`src/rtl/wb_arbiter_pkg.sv`:
```
// +----------------------------------------------------------------------------+
// | Module      : wb_arbiter_pkg                                               |
// | Description : Shared defaults and types for the writeback arbiter slice.   |
// | Revision    : 1.0 - initial release                                        |
// +----------------------------------------------------------------------------+
// These are the fallbacks used when no project-wide constants header has
// already defined the widths or arbiter defaults.
`ifndef WORD_WIDTH
`define WORD_WIDTH 32
`endif
`ifndef REG_ADDR_WIDTH
`define REG_ADDR_WIDTH 5
`endif
`ifndef WB_FIFO_DEPTH
`define WB_FIFO_DEPTH 4
`endif
`ifndef WB_STARVE_LIMIT
`define WB_STARVE_LIMIT 8
`endif

`default_nettype none

package wb_arbiter_pkg;

    // Which source, if any, owns the register-file write port this cycle.
    typedef enum logic [1:0] {
        SRC_NONE   = 2'd0,
        SRC_PIPE   = 2'd1,
        SRC_FIFO   = 2'd2,
        SRC_BYPASS = 2'd3
    } wb_src_e;

endpackage

`default_nettype wire

```
`src/rtl/wb_arbiter_fifo.sv`:
```
// +----------------------------------------------------------------------------+
// | Module      : wb_fifo                                                      |
// | Description : Show-ahead circular buffer for long-latency results.         |
// |               Synchronous write, combinational head, async active-low rst. |
// | Revision    : 1.0 - initial release                                        |
// +----------------------------------------------------------------------------+
`default_nettype none

module wb_fifo #(
    parameter int WIDTH = 37,
    parameter int DEPTH = 4
) (
    input  logic                       clk,
    input  logic                       rst_n,
    input  logic                       i_push,
    input  logic [WIDTH-1:0]           i_data,
    input  logic                       i_pop,
    output logic [WIDTH-1:0]           o_head,
    output logic [$clog2(DEPTH+1)-1:0] o_count,
    output logic                       o_full,
    output logic                       o_empty
);
    import wb_arbiter_pkg::*;

    localparam int c_PTR_W = $clog2(DEPTH);
    localparam int c_CNT_W = $clog2(DEPTH+1);

    logic [WIDTH-1:0]   r_mem [DEPTH];
    logic [c_PTR_W-1:0] r_wr_ptr;
    logic [c_PTR_W-1:0] r_rd_ptr;
    logic [c_CNT_W-1:0] r_count;

    // Storage is data-only; validity is carried entirely by the count.
    always_ff @(posedge clk) begin
        if (i_push) begin
            r_mem[r_wr_ptr] <= i_data;
        end
    end

    // Pointers wrap naturally because DEPTH is a power of two.
    always_ff @(posedge clk or negedge rst_n) begin
        if (!rst_n) begin
            r_wr_ptr <= '0;
            r_rd_ptr <= '0;
            r_count  <= '0;
        end else begin
            if (i_push) r_wr_ptr <= r_wr_ptr + 1'b1;
            if (i_pop)  r_rd_ptr <= r_rd_ptr + 1'b1;
            if (i_push && !i_pop)      r_count <= r_count + 1'b1;
            else if (i_pop && !i_push) r_count <= r_count - 1'b1;
        end
    end

    assign o_head  = r_mem[r_rd_ptr];
    assign o_count = r_count;
    assign o_full  = (r_count == c_CNT_W'(DEPTH));
    assign o_empty = (r_count == '0);

endmodule

`default_nettype wire

```
`src/rtl/wb_arbiter.sv`:
```
// +----------------------------------------------------------------------------+
// | Module      : wb_arbiter                                                   |
// | Description : Merges in-order pipeline results and buffered long-latency  |
// |               results onto the single register-file write port, with a     |
// |               starvation stall for the oldest buffered result.             |
// | Revision    : 1.0 - initial release                                        |
// +----------------------------------------------------------------------------+
`default_nettype none

module wb_arbiter
    import wb_arbiter_pkg::*;
#(
    parameter int WORD_WIDTH   = `WORD_WIDTH,
    parameter int ADDR_WIDTH   = `REG_ADDR_WIDTH,
    parameter int FIFO_DEPTH   = `WB_FIFO_DEPTH,
    parameter int STARVE_LIMIT = `WB_STARVE_LIMIT
) (
    input  logic                            clk,
    input  logic                            rst_n,
    input  logic                            pipe_valid,
    input  logic [ADDR_WIDTH-1:0]           pipe_rd,
    input  logic [WORD_WIDTH-1:0]           pipe_data,
    input  logic                            ll_valid,
    output logic                            ll_ready,
    input  logic [ADDR_WIDTH-1:0]           ll_rd,
    input  logic [WORD_WIDTH-1:0]           ll_data,
    output logic                            stall_req,
    output logic [$clog2(FIFO_DEPTH+1)-1:0] fifo_count,
    output logic                            rf_w_en,
    output logic [ADDR_WIDTH-1:0]           rf_wa,
    output logic [WORD_WIDTH-1:0]           rf_wd
);

    localparam int                c_ENT_W = ADDR_WIDTH + WORD_WIDTH;
    localparam int                c_AGE_W = $clog2(STARVE_LIMIT+1);
    localparam logic [c_AGE_W-1:0] c_LIMIT = c_AGE_W'(STARVE_LIMIT);

    logic [c_ENT_W-1:0]    w_head;
    logic [ADDR_WIDTH-1:0] w_head_rd;
    logic [WORD_WIDTH-1:0] w_head_data;
    logic                  w_full;
    logic                  w_empty;
    logic                  w_ll_hs;
    logic                  w_ll_live;
    logic                  w_pop;
    logic                  w_push;
    wb_src_e               w_src;
    logic [ADDR_WIDTH-1:0] w_wa;
    logic [WORD_WIDTH-1:0] w_wd;
    logic [c_AGE_W-1:0]    r_age;

    wb_fifo #(
        .WIDTH (c_ENT_W),
        .DEPTH (FIFO_DEPTH)
    ) u_fifo (
        .clk     (clk),
        .rst_n   (rst_n),
        .i_push  (w_push),
        .i_data  ({ll_rd, ll_data}),
        .i_pop   (w_pop),
        .o_head  (w_head),
        .o_count (fifo_count),
        .o_full  (w_full),
        .o_empty (w_empty)
    );

    assign {w_head_rd, w_head_data} = w_head;
    assign ll_ready  = !w_full;
    assign stall_req = (r_age == c_LIMIT);
    assign w_ll_hs   = ll_valid && ll_ready;
    // x0 results complete the handshake but are otherwise dropped.
    assign w_ll_live = w_ll_hs && (ll_rd != '0);

    // Priority: starved head, pipeline, buffered head, ll bypass, idle.
    always_comb begin
        w_src = SRC_NONE;
        w_pop = 1'b0;
        w_wa  = w_head_rd;
        w_wd  = w_head_data;
        if (stall_req && !w_empty) begin
            w_src = SRC_FIFO;
            w_pop = 1'b1;
        end else if (pipe_valid && (pipe_rd != '0)) begin
            w_src = SRC_PIPE;
            w_wa  = pipe_rd;
            w_wd  = pipe_data;
        end else if (!w_empty) begin
            w_src = SRC_FIFO;
            w_pop = 1'b1;
        end else if (w_ll_live) begin
            w_src = SRC_BYPASS;
            w_wa  = ll_rd;
            w_wd  = ll_data;
        end
        w_push = w_ll_live && (w_src != SRC_BYPASS);
    end

    // Age of the current FIFO head; saturates so the stall holds until a pop.
    always_ff @(posedge clk or negedge rst_n) begin
        if (!rst_n) begin
            r_age <= '0;
        end else if (w_pop || w_empty) begin
            r_age <= '0;
        end else if (r_age != c_LIMIT) begin
            r_age <= r_age + 1'b1;
        end
    end

    // Registered write port; address and data hold when nothing is issued.
    always_ff @(posedge clk or negedge rst_n) begin
        if (!rst_n) begin
            rf_w_en <= 1'b0;
            rf_wa   <= '0;
            rf_wd   <= '0;
        end else begin
            rf_w_en <= (w_src != SRC_NONE);
            if (w_src != SRC_NONE) begin
                rf_wa <= w_wa;
                rf_wd <= w_wd;
            end
        end
    end

endmodule

`default_nettype wire

```
`config.mk`:
```
export PLATFORM = sky130hd
export DESIGN_NAME = wb_arbiter
export DESIGN_NICKNAME = d
export VERILOG_FILES = /design/src/rtl/wb_arbiter_pkg.sv /design/src/rtl/wb_arbiter_fifo.sv /design/src/rtl/wb_arbiter.sv
export SDC_FILE = /design/constraint.sdc
export NUM_CORES = 1
export LEC_CHECK = 0
export ABC_AREA = 1
export ABC_CLOCK_PERIOD_IN_PS = 4700
export BUFFER_PORTS_ARGS = -buffer_cell sky130_fd_sc_hd__buf_2
export CAP_MARGIN = 10
export CORE_AREA = 2 2 128 130
export DETAILED_ROUTE_END_ITERATION = 16
export DIE_AREA = 0 0 130 132
export GPL_ROUTABILITY_DRIVEN = 0
export PLACE_DENSITY = 0.81
export SETUP_SLACK_MARGIN = 0.4
export SYNTH_ARGS = -nofsm -noshare
export SYNTH_HDL_FRONTEND = slang
export SYNTH_HIERARCHICAL = 1
export SYNTH_SLANG_ARGS = --single-unit
```
`constraint.sdc`:
```
create_clock -name clk -period 4.7 [get_ports clk]
set_input_delay 0.705 -clock clk [delete_from_list [all_inputs] [get_ports clk]]
set_output_delay 0.705 -clock clk [all_outputs]
set_load 0.01 [all_outputs]
```
# Yosys cells after proc, flatten, opt, wreduce, memory -nomap -nowiden
# Memory sizes are Yosys's and may differ from the RTL's.
# Cells that the tools add are included.
# op_classes
n_eq_ne,4
reduce_logical,18
n_mux,21
addsub,5
# ops
operator,count
$mux W32,4
$mux W5,4
$reduce_bool A5 Y1,2
$mux W2,4
$mux W4,2
$logic_and A1 B1 Y1,7
$mux W3,2
$reduce_bool A2 Y1,3
$mux W1,5
$add A2 B1 Y2 const B,2
$add A4 B1 Y4 const B,1
$eq A4 B4 Y1 const B,1
$logic_not A1 Y1,4
$ne A4 B4 Y1 const B,1
$add A3 B1 Y3 const B,1
$eq A3 B3 Y1 const B,1
$logic_not A3 Y1,1
$sub A3 B1 Y3 const B,1
$ne A2 B2 Y1 const B,1
$logic_or A1 B1 Y1,1
# word_totals
in_bits,78
ramBits,148
n_memories,1
wordCells,56
out_inout_bits,43
register_bits,49
# memory_table
memory,depth,width,rd,rd_ports_with_merged_regs,write_ports,line_no,rtl
u_fifo.r_mem,4,37,1,0,1,wb_arbiter_fifo.sv:28,logic [WIDTH-1:0] r_mem [DEPTH];

# Depth between registers and ports, before layout
# Gate-level depths: netlist (run 1).
# depth
depth_word,14
mapped_depth,17
mapped_depth_nobuf,15

# Cells and area by module
# The synthesis (run 1) kept the hierarchy.
# modules_own_cells
mod,n_inst,cells_each,area_per_inst_um2
wb_fifo,1,480,6369.9
wb_arbiter,1,404,2877.8

# Worst setup path before layout (run 1)
# Ideal clock, no wire load.
# synth_timing
kind,input-to-reg
start,input pipe_rd[4]
end,"memory u_fifo.r_mem[0][0], enable pin"
t_required_ns,4.308
setup_slack_ns,1.899
setup_ns,0.392
path_buffers,2
stages,10
arrival_time_ns,2.409
cell_sequence,inv_1 nand3_2 nand2_2 nand2_1 clkinv_2 buf_4 nor2_1 clkbuf_1 nand2_1 inv_1
# synth_via
elab_chain_cells,8
# synth_rtl
element,line_no,rtl
start: declaration,wb_arbiter.sv:21,"input logic [ADDR_WIDTH-1:0] pipe_rd,"
$reduce_bool A5 Y1,wb_arbiter.sv:83,end else if (pipe_valid && (pipe_rd != '0)) begin
$logic_and A1 B1 Y1,wb_arbiter.sv:83,
$mux W2,wb_arbiter.sv:83,
$mux W2,wb_arbiter.sv:80,if (stall_req && !w_empty) begin
$ne A2 B2 Y1,wb_arbiter.sv:95,w_push = w_ll_live && (w_src != SRC_BYPASS);
$logic_and A1 B1 Y1,wb_arbiter.sv:95,
net w_push,wb_arbiter.sv:46,logic w_push;
$mux W1,wb_arbiter_fifo.sv:35,if (i_push) begin
$mux W1 (not written as such),wb_arbiter_fifo.sv:36,r_mem[r_wr_ptr] <= i_data;
end: declaration,wb_arbiter_fifo.sv:28,
# The timed path passes the listed nets, and every way through them passes these cells.

# Worst setup path after layout (run 1)
# layout_timing
start,"register u_fifo.r_count[0], in the netlist u_fifo/o_count[0]"
end,"register u_fifo.r_count[2], in the netlist u_fifo/o_count[2]"
# layout_via
word_cells_on_any_way,25
classes_between,add/sub: 2; eq/ne: 2; mux: 9; reduce/logical: 12
# layout_lines
element,line_no,rtl
start: declaration,wb_arbiter_fifo.sv:31,logic [c_CNT_W-1:0] r_count;
start signal: assignment,wb_arbiter_fifo.sv:49,if (i_push && !i_pop) r_count <= r_count + 1'b1;
start signal: assignment,wb_arbiter_fifo.sv:50,else if (i_pop && !i_push) r_count <= r_count - 1'b1;
$logic_not A3 Y1 *,wb_arbiter_fifo.sv:57,assign o_empty = (r_count == '0);
net w_empty,wb_arbiter.sv:42,logic w_empty;
$mux W1 / $logic_not A1 Y1 (equally long branches),n/a,
$mux W1 / $logic_and A1 B1 Y1 (equally long branches),"wb_arbiter.sv:83, wb_arbiter.sv:80",
$mux W1 *,wb_arbiter.sv:80,
net w_pop,wb_arbiter.sv:45,logic w_pop;
$logic_not A1 Y1,wb_arbiter_fifo.sv:49,
$logic_and A1 B1 Y1,wb_arbiter_fifo.sv:49,
$mux W3 / $reduce_bool A2 Y1 (equally long branches),n/a,
# The timed path passes the listed nets; every way through them passes the cells marked *. The select of a mux whose other input is x is not followed.
# A chain may end at the register's enable or synchronous reset.

==> impl_results.html, run 1 <==
<table>
<tr><th>Metric</th><th>Value</th></tr>
<tr><th colspan="2">Run status</th></tr>
<tr><td>Outcome</td><td>finished clean</td></tr>
<tr><th colspan="2">Worst setup path</th></tr>
<tr><td>Category of the critical setup timing path</td><td>reg -&gt; reg</td></tr>
<tr><td>Peak fanout along the critical path</td><td>40</td></tr>
<tr><td>Crit path buffers/inverters</td><td>4</td></tr>
<tr><td>Kind of cell adding the most delay to the critical path</td><td>simple AND/OR/NAND/NOR gates</td></tr>
<tr><td>Most repeated library cell on the critical path</td><td>sky130_fd_sc_hd__inv_1</td></tr>
<tr><td>Capturing element type of the critical path</td><td>flip-flop</td></tr>
<tr><td>Launching element type of the critical path</td><td>flip-flop</td></tr>
<tr><td>Register-to-register setup slack</td><td>1.17 ns</td></tr>
<tr><td>Worst path max stage delay</td><td>0.75 ns</td></tr>
<tr><td>Required time of the critical path</td><td>5.02 ns</td></tr>
<tr><td>Cell type of the slowest stage on the worst timing path</td><td>sky130_fd_sc_hd__nor3_1</td></tr>
<tr><td>Cells along the critical path</td><td>nor3_1, inv_2, nand2_4, o21ai_0, inv_1, ha_1, inv_1, fa_1, inv_1, nand2_1, nand4_1, nand2_1</td></tr>
<tr><td>Data arrival time of the critical path</td><td>3.85 ns</td></tr>
<tr><th colspan="2">Route</th></tr>
<tr><td>Final antenna-violating net count</td><td>0</td></tr>
<tr><td>Routed vias</td><td>6476</td></tr>
<tr><td>Routed length per instance</td><td>16.8 um</td></tr>
<tr><td>Routed wire length</td><td>20200 um</td></tr>
<tr><td>Vias per cell</td><td>5.38</td></tr>
<tr><td>Number of DRC violations after detailed routing</td><td>0</td></tr>
<tr><td>Count of TritonRoute iterations in the first routing pass</td><td>7</td></tr>
<tr><td>Starting DRT DRC Count</td><td>585</td></tr>
<tr><th colspan="2">Power</th></tr>
<tr><td>Post-layout total power</td><td>6.23 mW</td></tr>
<tr><td>P_leak</td><td>4.55 nW</td></tr>
<tr><td>IR drop worst, VDD</td><td>346 uV</td></tr>
<tr><td>Areal power density over the cells</td><td>598 nW/um2</td></tr>
<tr><th colspan="2">Cells and area</th></tr>
<tr><td>Register cell area after layout</td><td>5670 um2</td></tr>
<tr><td>Final Net Count</td><td>1061</td></tr>
<tr><td>Number of diodes</td><td>0</td></tr>
<tr><td>Fillcell total</td><td>1169</td></tr>
<tr><td>Area overhead of the layout relative to synthesis</td><td>12.5%</td></tr>
<tr><td>Proportion of layout cells with a drive suffix above 1</td><td>19.0%</td></tr>
<tr><td>Area of combinational cells with multiple inputs</td><td>2670 um2</td></tr>
<tr><td>Final design instance area without fill</td><td>10400 um2</td></tr>
<tr><th colspan="2">CTS</th></tr>
<tr><td>Clock transition at the register clock pins on the worst setup and hold paths after CTS</td><td>0.07 ns</td></tr>
<tr><td>Count of hold-fix buffers inserted at cts</td><td>0</td></tr>
<tr><td>Postcts setup bufs</td><td>0</td></tr>
<tr><td>H-Tree Depth</td><td>4</td></tr>
<tr><td>Clock Latency Late Sink</td><td>0.43 ns</td></tr>
<tr><td>Post-cts resize count</td><td>0</td></tr>
<tr><td>Sink Count</td><td>197</td></tr>
<tr><td>Master cell of the clock root buffer</td><td>sky130_fd_sc_hd__clkbuf_16</td></tr>
<tr><td>Clock Tree Buf Depth</td><td>2</td></tr>
<tr><td>CTS tree</td><td>built</td></tr>
<tr><td>Inserted Clock Buffers</td><td>17</td></tr>
<tr><th colspan="2">Floorplanning</th></tr>
<tr><td>Die span in y</td><td>132 um</td></tr>
<tr><td>Top Ports</td><td>121</td></tr>
<tr><td>Cell row count</td><td>46</td></tr>
<tr><td>Width of the chip</td><td>130 um</td></tr>
<tr><td>Initial cell density of the core</td><td>58.9%</td></tr>
<tr><td>Die Outline Area</td><td>17200 um2</td></tr>
<tr><td>Core area</td><td>15700 um2</td></tr>
<tr><th colspan="2">STA</th></tr>
<tr><td>Finish-stage setup viols</td><td>0</td></tr>
<tr><td>Period minus WS final</td><td>3.53 ns</td></tr>
<tr><td>Final total negative setup slack</td><td>0 ns</td></tr>
<tr><td>Layout Skew</td><td>0.00726 ns</td></tr>
<tr><td>Max-slew violations</td><td>0</td></tr>
<tr><td>Maximum clock frequency</td><td>284 MHz</td></tr>
<tr><td>Worst-margin pin slew</td><td>1.01 ns</td></tr>
<tr><td>Final worst-path cycle share</td><td>75.0%</td></tr>
<tr><td>Hold violation total from the final report</td><td>0</td></tr>
<tr><td>Worst slew slack as a fraction of its limit</td><td>33.0%</td></tr>
<tr><td>Unrepaired setup endpoints after global routing</td><td>false</td></tr>
<tr><th colspan="2">GRT</th></tr>
<tr><td>Pin count of the biggest net entering global routing</td><td>95</td></tr>
<tr><td>Global Route Usage Sum</td><td>24.2%</td></tr>
<tr><td>Global-route wire length before repair</td><td>32200 um</td></tr>
<tr><td>Initial antenna violation count</td><td>0</td></tr>
<tr><td>Total grt overflow</td><td>0</td></tr>
<tr><td>Via count of the first global-routing pass</td><td>6416</td></tr>
<tr><th colspan="2">Synthesis</th></tr>
<tr><td>Register area share after synthesis</td><td>61.3%</td></tr>
<tr><td>Syn Area/Cell</td><td>10.5 um2</td></tr>
<tr><td>Mapped Area</td><td>9250 um2</td></tr>
<tr><td>Number of synthesized register bits</td><td>197</td></tr>
<tr><td>Post-synthesis instance total</td><td>884</td></tr>
<tr><td>Synth unique cells</td><td>28</td></tr>
<tr><td>Count of flip-flops with a built-in enable after synthesis</td><td>148</td></tr>
<tr><td>Top_reg_cell synth</td><td>sky130_fd_sc_hd__edfxtp_1</td></tr>
<tr><td>FFs w/ async S/R, synth</td><td>24.9%</td></tr>
<tr><td>Synth warn</td><td>6</td></tr>
<tr><td>Post-Synthesis Net Count</td><td>970</td></tr>
<tr><th colspan="2">Placement</th></tr>
<tr><td>HPWL after DPL</td><td>11800 um</td></tr>
<tr><td>Post-detailed-placement cell area</td><td>9750 um2</td></tr>
<tr><td>Port Buffer Count</td><td>120</td></tr>
<tr><th colspan="2">Worst hold path</th></tr>
<tr><td>Hold crit path type</td><td>in -&gt; async</td></tr>
<tr><th colspan="2">Run</th></tr>
<tr><td>Max-cap viol count</td><td>0</td></tr>
</table>
==> cells by family (layout without fill, tap and decap cells) <==
kind of cell             after synthesis  after routing  share of synthesized area [%]
AO/OA/AOI/OAI                         99             99                           8.01
XOR/XNOR                               6              6                          0.568
adder cells (fa/ha/maj)                8              8                           1.16
buffers and inverters                186            290                           9.81
flip-flops                           197            197                           61.3
AND/OR/NAND/NOR                      388            388                           19.1
==> state kept, by name, indices dropped and copies added (netlist names) <==
name	cells
u_fifo/r_rd_ptr	2
rf_wd	32
u_fifo/r_mem	148
u_fifo/r_wr_ptr	2
u_fifo/o_count	3
rf_wa	5
r_age	4
rf_w_en	1
==> per-stage QoR <==
stage	hold slack, ns	setup slack, ns	cells	utilization [%]
final	0.400	1.17	1204	66.2
after global routing	0.446	0.963	1204	66.2
after CTS	0.419	1.25	1204	66.2
after detailed placement	0.461	1.24	1172	62.0
after global placement	0.458	1.35	1172	62.0
after floorplan	0.409	1.90	884	-
==> synth_stat cells (3+ instances only) <==
cell	instances	area, um2
sky130_fd_sc_hd__nand3_2	4	40.0
sky130_fd_sc_hd__o211ai_2	12	150
sky130_fd_sc_hd__ha_1	7	87.6
sky130_fd_sc_hd__a21oi_1	11	55.1
sky130_fd_sc_hd__buf_4	13	97.6
sky130_fd_sc_hd__o211ai_1	62	465
sky130_fd_sc_hd__inv_2	3	11.3
sky130_fd_sc_hd__nand3b_1	37	278
sky130_fd_sc_hd__nor2_1	11	41.3
sky130_fd_sc_hd__nand3_1	75	375
sky130_fd_sc_hd__xor2_1	4	35.0
sky130_fd_sc_hd__nand2_4	4	45.0
sky130_fd_sc_hd__buf_2	18	90.1
sky130_fd_sc_hd__nand2_1	250	938
sky130_fd_sc_hd__o21ai_0	9	45.0
sky130_fd_sc_hd__inv_1	130	488
sky130_fd_sc_hd__buf_6	18	203
sky130_fd_sc_hd__edfxtp_1	148	4440
sky130_fd_sc_hd__dfrtp_1	49	1230
sky130_fd_sc_hd__o21ai_1	5	25.0
==> metal layers <==
layer | track usage [%] | vias up | routed length (um)
li1 | - | 3125 | -
met1 | 30.6 | 3039 | 8210
met2 | 40.8 | 281 | 10200
met3 | 5.60 | 31 | 1390
met4 | 8.66 | 0 | 367
met5 | 0 | - | 0
==> cell usage in the layout (no fill, tap or decap), drive strengths merged, types with 5 or more instances in the layout <==
cell type	instances
nand2	255
clkinv	7
nor2	13
bufinv	5
inv	135
nand3b	37
ha	7
o211ai	74
a21oi	11
nand3	79
dfrtp	49
edfxtp	148
buf	123
o21ai	14
clkbuf	18
==> worst paths after layout <==
| path | cells after the start | endpoint | start |
|---|---|---|---|
| setup / recovery | 12 | u_fifo/o_count[2]$_DFFE_PN0P_ | u_fifo/o_count[0]$_DFFE_PN0P_ |
| hold / removal | 2 | r_age[0]$_DFFE_PN0P_ | rst_n |
| setup reg to reg | 12 | u_fifo/o_count[2]$_DFFE_PN0P_ | u_fifo/o_count[0]$_DFFE_PN0P_ |
| hold reg to reg | 2 | rf_wd[31]$_DFFE_PN0P_ | rf_wd[31]$_DFFE_PN0P_ |
| max in group asynchronous | 2 | u_fifo/r_rd_ptr[0]$_DFFE_PN0P_ | rst_n |
| min in group clk | 2 | rf_wd[31]$_DFFE_PN0P_ | rf_wd[31]$_DFFE_PN0P_ |
==> layout make-up <==
type / instances / share of cell area, %
sequential: 197 / 54.5
multi-input combinational: 501 / 25.7
timing repair buffer: 123 / 5.99
inverter: 135 / 4.90
clock buffer: 18 / 4.13
tap: 216 / 2.60
clock inverter: 14 / 2.18
==> worst register-to-register path: cells and delay by family (launching register included) <==
kind	cells	cell delay (ns)
buf+inv	4	0.59
simple gates	5	1.49
flops	1	0.45
fa+ha+maj	2	0.58
compound gates	1	0.31
==> where the power goes <==
group | internal [mW] | total [mW] | switching (mW)
clock network | 0.952 | 1.59 | 0.640
registers | 2.36 | 2.66 | 0.298
logic | 0.683 | 1.98 | 1.29
total | 3.99 | 6.23 | 2.23
(Power assumes the default switching activity.)
==> inputs of run 2 (changes only) <==
--- a/config.mk
+++ b/config.mk
@@ -6,14 +6,14 @@
 export NUM_CORES = 1
 export LEC_CHECK = 0
 export ABC_AREA = 1
-export ABC_CLOCK_PERIOD_IN_PS = 4700
+export ABC_CLOCK_PERIOD_IN_PS = 3360
 export BUFFER_PORTS_ARGS = -buffer_cell sky130_fd_sc_hd__buf_2
 export CAP_MARGIN = 10
-export CORE_AREA = 2 2 128 130
+export CORE_AREA = 2 2 130 132
 export DETAILED_ROUTE_END_ITERATION = 16
-export DIE_AREA = 0 0 130 132
+export DIE_AREA = 0 0 132 134
 export GPL_ROUTABILITY_DRIVEN = 0
-export PLACE_DENSITY = 0.81
+export PLACE_DENSITY = 0.79
 export SETUP_SLACK_MARGIN = 0.4
 export SYNTH_ARGS = -nofsm -noshare
 export SYNTH_HDL_FRONTEND = slang
==> constraint.sdc (replaced) <==
create_clock -name clk -period 3.36 [get_ports clk]
set_input_delay 0.504 -clock clk [delete_from_list [all_inputs] [get_ports clk]]
set_output_delay 0.504 -clock clk [all_outputs]
set_load 0.01 [all_outputs]
==> run 2 against run 1 <==
  * Worst setup slack got worse by 0.38 ns
  * Highest routed layer unchanged
  * Largest cell class unchanged
  * Sequential cell count did not move
  * Cell area rose by 0.40%
  * Clock power rose by 28%
  * Clock skew fell by 0.0012 ns
  * Fmax rose by 38%
  * Total power rose by 38%
  * Largest power group unchanged
  * Sequential power rose by 37%
  * Critical endpoint is now u_fifo/r_mem[0][9]$_DFFE_PP_
  * Critical path type unchanged
  * Sequential share of layout area fell by 0.20 points
  * Register-to-register slack got worse by 0.38 ns
==> impl_results.html, run 2 (synthesis results as in run 1) <==
<table>
<tr><th>Metric</th><th>Value</th></tr>
<tr><th colspan="2">Run</th></tr>
<tr><td>Max-cap viol count</td><td>0</td></tr>
<tr><th colspan="2">Power</th></tr>
<tr><td>IR drop worst, VDD</td><td>487 uV</td></tr>
<tr><td>Areal power density over the cells</td><td>823 nW/um2</td></tr>
<tr><td>Switching power as a share of total power</td><td>36.5%</td></tr>
<tr><td>Internal power</td><td>5.46 mW</td></tr>
<tr><td>P_leak</td><td>4.59 nW</td></tr>
<tr><td>Relative contribution of sequential cells to total power</td><td>42.5%</td></tr>
<tr><td>Net switching power figure</td><td>3.13 mW</td></tr>
<tr><td>Clk network pwr share</td><td>23.8%</td></tr>
<tr><td>Combinational cell fraction of total power</td><td>33.8%</td></tr>
<tr><th colspan="2">Cells and area</th></tr>
<tr><td>Commonest non-fill, non-tap cells in the layout</td><td>250 x sky130_fd_sc_hd__nand2_1, 148 x sky130_fd_sc_hd__edfxtp_1, 125 x sky130_fd_sc_hd__inv_1, 120 x sky130_fd_sc_hd__buf_2, 75 x sky130_fd_sc_hd__nand3_1</td></tr>
<tr><td>Largest register FFs</td><td>148</td></tr>
<tr><td>Most frequent standard cell in the layout excluding fill and tap cells</td><td>sky130_fd_sc_hd__nand2_1</td></tr>
<tr><td>Final Net Count</td><td>1072</td></tr>
<tr><td>Proportion of layout cells with a drive suffix above 1</td><td>20.1%</td></tr>
<tr><td>Biggest registers after layout</td><td>u_fifo/r_mem x148, rf_wd x32, rf_wa x5</td></tr>
<tr><td>Area overhead of the layout relative to synthesis</td><td>12.9%</td></tr>
<tr><td>Top register by number of flip-flops</td><td>u_fifo/r_mem</td></tr>
<tr><th colspan="2">STA</th></tr>
<tr><td>Finish-stage setup viols</td><td>0</td></tr>
<tr><td>Max-slew violations</td><td>0</td></tr>
<tr><td>Final total negative setup slack</td><td>0 ns</td></tr>
<tr><td>Worst slew slack as a fraction of its limit</td><td>39.5%</td></tr>
<tr><td>Layout Skew</td><td>0.00606 ns</td></tr>
<tr><td>Hold violation total from the final report</td><td>0</td></tr>
<tr><td>Final worst-path setup slack</td><td>0.798 ns</td></tr>
<tr><td>Final worst-path cycle share</td><td>76.2%</td></tr>
<tr><td>Period minus WS final</td><td>2.56 ns</td></tr>
<tr><td>Unrepaired setup endpoints after global routing</td><td>false</td></tr>
<tr><td>Worst-margin pin slew</td><td>0.907 ns</td></tr>
<tr><td>Maximum clock frequency</td><td>390 MHz</td></tr>
<tr><th colspan="2">CTS</th></tr>
<tr><td>Clock Tree Buf Depth</td><td>2</td></tr>
<tr><td>Clock Latency Late Sink</td><td>0.44 ns</td></tr>
<tr><td>Post-cts resize count</td><td>0</td></tr>
<tr><td>CTS tree</td><td>built</td></tr>
<tr><td>Inserted Clock Buffers</td><td>17</td></tr>
<tr><td>Master cell of the clock root buffer</td><td>sky130_fd_sc_hd__clkbuf_16</td></tr>
<tr><td>H-Tree Depth</td><td>4</td></tr>
<tr><td>Count of hold-fix buffers inserted at cts</td><td>0</td></tr>
<tr><td>Postcts setup bufs</td><td>0</td></tr>
<tr><td>Clock transition at the register clock pins on the worst setup and hold paths after CTS</td><td>0.07 ns</td></tr>
<tr><td>Sink Count</td><td>197</td></tr>
<tr><th colspan="2">Floorplanning</th></tr>
<tr><td>Core area</td><td>16300 um2</td></tr>
<tr><td>Top Ports</td><td>121</td></tr>
<tr><td>Cell row count</td><td>47</td></tr>
<tr><td>Die Outline Area</td><td>17700 um2</td></tr>
<tr><td>Initial cell density of the core</td><td>56.8%</td></tr>
<tr><td>Width of the chip</td><td>132 um</td></tr>
<tr><td>Die span in y</td><td>134 um</td></tr>
<tr><th colspan="2">Worst setup path</th></tr>
<tr><td>Data arrival time of the critical path</td><td>2.70 ns</td></tr>
<tr><td>Category of the critical setup timing path</td><td>reg -&gt; reg</td></tr>
<tr><td>Capturing element type of the critical path</td><td>flip-flop</td></tr>
<tr><td>Required time of the critical path</td><td>3.50 ns</td></tr>
<tr><td>Peak fanout along the critical path</td><td>20</td></tr>
<tr><td>Launching element type of the critical path</td><td>flip-flop</td></tr>
<tr><th colspan="2">GRT</th></tr>
<tr><td>Initial antenna violation count</td><td>1</td></tr>
<tr><td>Global-route wire length before repair</td><td>33100 um</td></tr>
<tr><td>Global Route Usage Sum</td><td>24.1%</td></tr>
<tr><td>Via count of the first global-routing pass</td><td>6428</td></tr>
<tr><td>Pin count of the biggest net entering global routing</td><td>81</td></tr>
<tr><td>Total grt overflow</td><td>0</td></tr>
<tr><th colspan="2">Route</th></tr>
<tr><td>Vias per cell</td><td>5.39</td></tr>
<tr><td>Routed wire length</td><td>20600 um</td></tr>
<tr><td>Routed vias</td><td>6571</td></tr>
<tr><td>Number of DRC violations after detailed routing</td><td>0</td></tr>
<tr><td>Starting DRT DRC Count</td><td>763</td></tr>
<tr><td>Count of TritonRoute iterations in the first routing pass</td><td>6</td></tr>
<tr><td>Final antenna-violating net count</td><td>0</td></tr>
<tr><td>Routed length per instance</td><td>16.9 um</td></tr>
<tr><th colspan="2">Placement</th></tr>
<tr><td>HPWL after DPL</td><td>12600 um</td></tr>
<tr><td>Port Buffer Count</td><td>120</td></tr>
<tr><td>Worst slack at placement</td><td>0.758 ns</td></tr>
<tr><th colspan="2">Worst hold path</th></tr>
<tr><td>Hold crit path type</td><td>in -&gt; async</td></tr>
<tr><th colspan="2">Run status</th></tr>
<tr><td>Outcome</td><td>finished clean</td></tr>
</table>
==> run 2: cell count changes in the layout (fill, tap and decap cells not counted), sizes merged <==
cell    delta
buf       +11
bufinv     -3
clkbuf     +2
clkinv     +1
diode      +1
==> run 2: cell type report <==
| type | count | area (um2) |
|---|---|---|
| inverter | 135 | 509 |
| multi-input combinational | 501 | 2670 |
| fill | 1249 | 5850 |
| tap | 220 | 275 |
| sequential | 197 | 5680 |
| timing repair buffer | 134 | 718 |
| antenna | 1 | 2.50 |
| clock inverter | 12 | 126 |
| clock buffer | 20 | 467 |
==> run 2: per-layer routing <==
layer | GRT usage [%] | share of wire (%) | wire (um)
met1 | 32.7 | 43 | 8910
met2 | 38.9 | 48 | 9880
met3 | 4.72 | 6.5 | 1350
met4 | 9.42 | 2.4 | 502
met5 | 0 | 0 | 0
==> run 2: worst paths after layout <==
| check | from | end | slack, ns | cells after the start |
|---|---|---|---|---|
| worst min register to register | rf_wd[28]$_DFFE_PN0P_ | rf_wd[28]$_DFFE_PN0P_ | 0.47 | 2 |
| min in group clk | ll_rd[4] | u_fifo/r_mem[1][36]$_DFFE_PP_ | 0.30 | 1 |
| max in group asynchronous | rst_n | rf_wd[23]$_DFFE_PN0P_ | 2.42 | 2 |
| worst max register to register | u_fifo/o_count[0]$_DFFE_PN0P_ | u_fifo/r_mem[0][9]$_DFFE_PP_ | 0.80 | 7 |
| worst min-delay path | rst_n | rf_wd[2]$_DFFE_PN0P_ | 0.14 | 1 |
| worst max-delay path | u_fifo/o_count[0]$_DFFE_PN0P_ | u_fifo/r_mem[0][9]$_DFFE_PP_ | 0.80 | 7 |
==> run 2: through the flow <==
| stage | hold WS (ns) | std cells | power [mW] | utilization, % | cell area (um2) |
|---|---|---|---|---|---|
| detailed placement | 0.460 | 1187 | 6.57 | 60.5 | 9850 |
| finish | 0.137 | 1220 | 8.59 | 64.1 | 10400 |
| floorplan | 0.208 | 884 | 5.80 | - | 9250 |
| global route | 0.185 | 1219 | 9.13 | 64.1 | 10400 |
| global placement | 0.457 | 1187 | 6.47 | 60.5 | 9850 |
| CTS | 0.146 | 1219 | 8.62 | 64.1 | 10400 |
==> run 2: critical path, stage by stage, from the launching register on <==
cell                      delay [ns]
sky130_fd_sc_hd__dfrtp_1        0.46
sky130_fd_sc_hd__nor3_1         0.14
sky130_fd_sc_hd__nor2_4         0.17
sky130_fd_sc_hd__nand2_4        0.16
sky130_fd_sc_hd__nor2_1         0.47
sky130_fd_sc_hd__nand2_1        0.15
sky130_fd_sc_hd__inv_2          0.42
sky130_fd_sc_hd__buf_4          0.29
==> run 2: power groups by stage <==
stage                     clock (mW)  sequential, mW  combinational (mW)
final                           2.04            3.65                2.90
after global routing            2.16            3.71                3.26
after CTS                       2.07            3.65                2.91
after detailed placement           0            3.69                2.88
after global placement             0            3.67                2.80
after floorplan                    0            3.68                2.12
==> inputs of run 3 (changes only) <==
--- a/config.mk
+++ b/config.mk
@@ -5,15 +5,15 @@
 export SDC_FILE = /design/constraint.sdc
 export NUM_CORES = 1
 export LEC_CHECK = 0
-export ABC_AREA = 1
-export ABC_CLOCK_PERIOD_IN_PS = 3360
+export ABC_AREA = 0
+export ABC_CLOCK_PERIOD_IN_PS = 2400
 export BUFFER_PORTS_ARGS = -buffer_cell sky130_fd_sc_hd__buf_2
 export CAP_MARGIN = 10
-export CORE_AREA = 2 2 130 132
+export CORE_AREA = 2 2 126 128
 export DETAILED_ROUTE_END_ITERATION = 16
-export DIE_AREA = 0 0 132 134
+export DIE_AREA = 0 0 128 130
 export GPL_ROUTABILITY_DRIVEN = 0
-export PLACE_DENSITY = 0.79
+export PLACE_DENSITY = 0.78
 export SETUP_SLACK_MARGIN = 0.4
 export SYNTH_ARGS = -nofsm -noshare
 export SYNTH_HDL_FRONTEND = slang
==> constraint.sdc (replaced) <==
create_clock -name clk -period 2.4 [get_ports clk]
set_input_delay 0.36 -clock clk [delete_from_list [all_inputs] [get_ports clk]]
set_output_delay 0.36 -clock clk [all_outputs]
set_load 0.01 [all_outputs]
==> run 3 against run 2 <==
  * Sequential cell count unchanged
  * Fmax increased by 19%
  * Cell area increased by 0.25%
  * First-iteration DRC count decreased by 40%
  * Sequential power increased by 37%
  * Die area decreased by 5.9%
  * Global-route usage increased by 1.6 points
  * Total power increased by 39%
  * Hold slack improved by 0.017 ns
  * Wire length increased by 0.85%
  * Via count decreased by 16%
  * Critical path type unchanged
==> impl_results.html, run 3 <==
<table>
<tr><th>Metric</th><th>Value</th></tr>
<tr><th colspan="2">Worst hold path</th></tr>
<tr><td>Hold crit path type</td><td>in -&gt; reg</td></tr>
<tr><td>Cell count of the worst hold path</td><td>1</td></tr>
<tr><th colspan="2">Cells and area</th></tr>
<tr><td>Fillcell total</td><td>1013</td></tr>
<tr><td>Register cell area after layout</td><td>5680 um2</td></tr>
<tr><td>Area overhead of the layout relative to synthesis</td><td>22.2%</td></tr>
<tr><td>Top register by number of flip-flops</td><td>u_fifo/r_mem</td></tr>
<tr><td>Proportion of layout cells with a drive suffix above 1</td><td>39.7%</td></tr>
<tr><td>Number of diodes</td><td>0</td></tr>
<tr><td>Post-layout utilization of the core</td><td>67.9%</td></tr>
<tr><td>Biggest registers after layout</td><td>u_fifo/r_mem x148, rf_wd x32, rf_wa x5</td></tr>
<tr><td>Largest register FFs</td><td>148</td></tr>
<tr><td>Most frequent standard cell in the layout excluding fill and tap cells</td><td>sky130_fd_sc_hd__edfxtp_1</td></tr>
<tr><td>Commonest non-fill, non-tap cells in the layout</td><td>148 x sky130_fd_sc_hd__edfxtp_1, 120 x sky130_fd_sc_hd__buf_2, 44 x sky130_fd_sc_hd__dfrtp_1</td></tr>
<tr><td>Area of combinational cells with multiple inputs</td><td>2650 um2</td></tr>
<tr><td>Final Net Count</td><td>755</td></tr>
<tr><th colspan="2">Worst setup path</th></tr>
<tr><td>Worst R2R Path Depth</td><td>10</td></tr>
<tr><td>Capturing element type of the critical path</td><td>flip-flop</td></tr>
<tr><td>Data arrival time of the critical path</td><td>2.50 ns</td></tr>
<tr><td>Category of the critical setup timing path</td><td>reg -&gt; reg</td></tr>
<tr><td>Peak fanout along the critical path</td><td>4</td></tr>
<tr><td>Launching element type of the critical path</td><td>flip-flop</td></tr>
<tr><td>Required time of the critical path</td><td>2.75 ns</td></tr>
<tr><th colspan="2">Synthesis</th></tr>
<tr><td>Top_reg_cell synth</td><td>sky130_fd_sc_hd__edfxtp_1</td></tr>
<tr><td>Synth unique cells</td><td>34</td></tr>
<tr><td>Synth warn</td><td>6</td></tr>
<tr><td>Syn Area/Cell</td><td>16.6 um2</td></tr>
<tr><td>Dominant cells by area after synthesis</td><td>sky130_fd_sc_hd__edfxtp_1 52%, sky130_fd_sc_hd__dfrtp_1 14%, sky130_fd_sc_hd__mux4_2 9.7%</td></tr>
<tr><td>Post-Synthesis Net Count</td><td>603</td></tr>
<tr><td>Mapped Area</td><td>8570 um2</td></tr>
<tr><td>Number of synthesized register bits</td><td>197</td></tr>
<tr><td>FFs w/ async S/R, synth</td><td>24.9%</td></tr>
<tr><td>Register area share after synthesis</td><td>66.2%</td></tr>
<tr><td>Post-synthesis instance total</td><td>517</td></tr>
<tr><td>Post-synthesis cell type with the largest combined area</td><td>sky130_fd_sc_hd__edfxtp_1</td></tr>
<tr><td>Dominant cell by count in the synthesized netlist</td><td>sky130_fd_sc_hd__edfxtp_1</td></tr>
<tr><td>Ranking of synthesized cells by instance count</td><td>148 x sky130_fd_sc_hd__edfxtp_1, 49 x sky130_fd_sc_hd__dfrtp_1, 38 x sky130_fd_sc_hd__or3_1</td></tr>
<tr><td>Count of flip-flops with a built-in enable after synthesis</td><td>148</td></tr>
<tr><td>Top cell type's share of synthesized area</td><td>51.9%</td></tr>
<tr><th colspan="2">CTS</th></tr>
<tr><td>Clock Latency Late Sink</td><td>0.43 ns</td></tr>
<tr><td>H-Tree Depth</td><td>4</td></tr>
<tr><td>Master cell of the clock root buffer</td><td>sky130_fd_sc_hd__clkbuf_16</td></tr>
<tr><td>Clock transition at the register clock pins on the worst setup and hold paths after CTS</td><td>0.08 ns</td></tr>
<tr><td>Inserted Clock Buffers</td><td>17</td></tr>
<tr><td>CTS tree</td><td>built</td></tr>
<tr><td>Sink Count</td><td>197</td></tr>
<tr><td>Clock Tree Buf Depth</td><td>2</td></tr>
<tr><th colspan="2">Floorplanning</th></tr>
<tr><td>Die span in y</td><td>130 um</td></tr>
<tr><td>Width of the chip</td><td>128 um</td></tr>
<tr><td>Die Outline Area</td><td>16600 um2</td></tr>
<tr><td>Top Ports</td><td>121</td></tr>
<tr><td>Initial cell density of the core</td><td>55.6%</td></tr>
<tr><td>Cell row count</td><td>46</td></tr>
<tr><td>Core area</td><td>15400 um2</td></tr>
<tr><th colspan="2">Route</th></tr>
<tr><td>Count of TritonRoute iterations in the first routing pass</td><td>5</td></tr>
<tr><td>Routed length per instance</td><td>23.8 um</td></tr>
<tr><td>Number of DRC violations after detailed routing</td><td>0</td></tr>
<tr><td>Final antenna-violating net count</td><td>0</td></tr>
<tr><td>Routed wire length</td><td>20800 um</td></tr>
<tr><td>Vias per cell</td><td>6.29</td></tr>
<tr><td>Routed vias</td><td>5496</td></tr>
<tr><td>Starting DRT DRC Count</td><td>456</td></tr>
<tr><th colspan="2">STA</th></tr>
<tr><td>Finish-stage setup viols</td><td>0</td></tr>
<tr><td>Period minus WS final</td><td>2.15 ns</td></tr>
<tr><td>Layout Skew</td><td>0.0108 ns</td></tr>
<tr><td>Maximum clock frequency</td><td>465 MHz</td></tr>
<tr><td>WHS</td><td>0.154 ns</td></tr>
<tr><td>Unrepaired setup endpoints after global routing</td><td>true</td></tr>
<tr><td>Hold violation total from the final report</td><td>0</td></tr>
<tr><td>Worst slew slack as a fraction of its limit</td><td>67.2%</td></tr>
<tr><td>Max-slew violations</td><td>0</td></tr>
<tr><td>Final worst-path cycle share</td><td>89.7%</td></tr>
<tr><td>Worst-margin pin slew</td><td>0.491 ns</td></tr>
<tr><th colspan="2">GRT</th></tr>
<tr><td>Global-route wire length before repair</td><td>31500 um</td></tr>
<tr><td>Pin count of the biggest net entering global routing</td><td>77</td></tr>
<tr><td>Initial antenna violation count</td><td>1</td></tr>
<tr><td>Global Route Usage Sum</td><td>25.7%</td></tr>
<tr><td>Total grt overflow</td><td>0</td></tr>
<tr><td>Via count of the first global-routing pass</td><td>5727</td></tr>
<tr><th colspan="2">Power</th></tr>
<tr><td>Areal power density over the cells</td><td>1140 nW/um2</td></tr>
<tr><td>P_leak</td><td>3.81 nW</td></tr>
<tr><td>Post-layout total power</td><td>12.0 mW</td></tr>
<tr><td>IR drop worst, VDD</td><td>567 uV</td></tr>
<tr><th colspan="2">Run</th></tr>
<tr><td>Max-cap viol count</td><td>0</td></tr>
<tr><th colspan="2">Run status</th></tr>
<tr><td>Outcome</td><td>finished clean</td></tr>
<tr><th colspan="2">Placement</th></tr>
<tr><td>HPWL after DPL</td><td>12000 um</td></tr>
<tr><td>Port Buffer Count</td><td>120</td></tr>
</table>
==> run 3: kinds of logic (layout without fill, tap and decap cells) <==
group	after synthesis	in the layout	synth area share, %
xor gates and xnor gates	8	8	0.818
DFF	197	197	66.2
AOI/OAI and AO/OA	107	107	9.86
buffers and inverters	50	215	3.69
adders and majority gates	8	8	1.26
muxes	38	38	9.86
and+or+nand+nor	109	109	8.35
==> run 3: final timing paths <==
path / from / endpoint / slack (ns)
worst max-delay path: u_fifo/o_count[2]$_DFFE_PN0P_ / u_fifo/o_count[2]$_DFFE_PN0P_ / 0.25
worst min-delay path: ll_data[24] / u_fifo/r_mem[3][24]$_DFFE_PP_ / 0.15
worst max register to register: u_fifo/o_count[2]$_DFFE_PN0P_ / u_fifo/o_count[2]$_DFFE_PN0P_ / 0.25
worst min register to register: rf_wd[18]$_DFFE_PN0P_ / rf_wd[18]$_DFFE_PN0P_ / 0.49
max in group asynchronous: rst_n / u_fifo/r_rd_ptr[1]$_DFFE_PN0P_ / 1.67
min in group asynchronous: rst_n / r_age[1]$_DFFE_PN0P_ / 0.46
==> run 3: critical path, cell delays in order (launching register included) <==
cell                      delay (ns)
sky130_fd_sc_hd__dfrtp_2        0.44
sky130_fd_sc_hd__nor3b_4        0.17
sky130_fd_sc_hd__nor2b_4        0.15
sky130_fd_sc_hd__o21ai_2        0.08
sky130_fd_sc_hd__a21oi_2        0.14
sky130_fd_sc_hd__ha_2           0.21
sky130_fd_sc_hd__inv_2          0.05
sky130_fd_sc_hd__fa_2           0.34
sky130_fd_sc_hd__xor2_1         0.17
sky130_fd_sc_hd__nor2_1         0.14
sky130_fd_sc_hd__xor2_1         0.17
==> run 3: through the flow <==
step	std cells	TNS, ns	area, um2	setup WS, ns
floorplan	517	-0.327	8580	-0.245
global placement	821	-4.24	9510	-0.114
detailed placement	821	-6.74	9510	-0.201
CTS	867	0	10400	0.327
global route	874	0	10500	0.185
finish	874	0	10500	0.248
==> run 3: what timing repair did <==
item                                    4_1_cts  5_1_grt
hold buffers                                  1        0
endpoints found under the hold margin        49        0
buffers inserted                             11        5
endpoints found under the setup margin      167      141
pin swaps                                     7        5
gates resized for setup                      22       10
gates cloned                                  2        2
==> run 3: cell type report <==
| cell class | instances | share of cell area [%] |
|---|---|---|
| Sequential cell | 197 | 54.2 |
| Multi-Input combinational cell | 270 | 25.3 |
| Timing Repair Buffer | 174 | 12.0 |
| Clock buffer | 18 | 4.19 |
| Tap cell | 192 | 2.29 |
| Clock inverter | 14 | 1.65 |
| Inverter | 9 | 0.323 |
==> run 3: layer usage <==
| metal | track usage, % | part of all wire, % | up-vias |
|---|---|---|---|
| met5 | 0 | 0.038 | - |
| met4 | 10.3 | 1.8 | 2 |
| met3 | 5.37 | 8.2 | 31 |
| met2 | 44.5 | 53 | 296 |
| met1 | 32.0 | 37 | 2790 |
| li1 | - | - | 2377 |
==> run 3: power by group <==
part           total, mW  internal, mW  switching (mW)
Clock               2.90          1.54            1.36
Combinational       4.07          2.12            1.95
Sequential          5.01          4.59           0.428
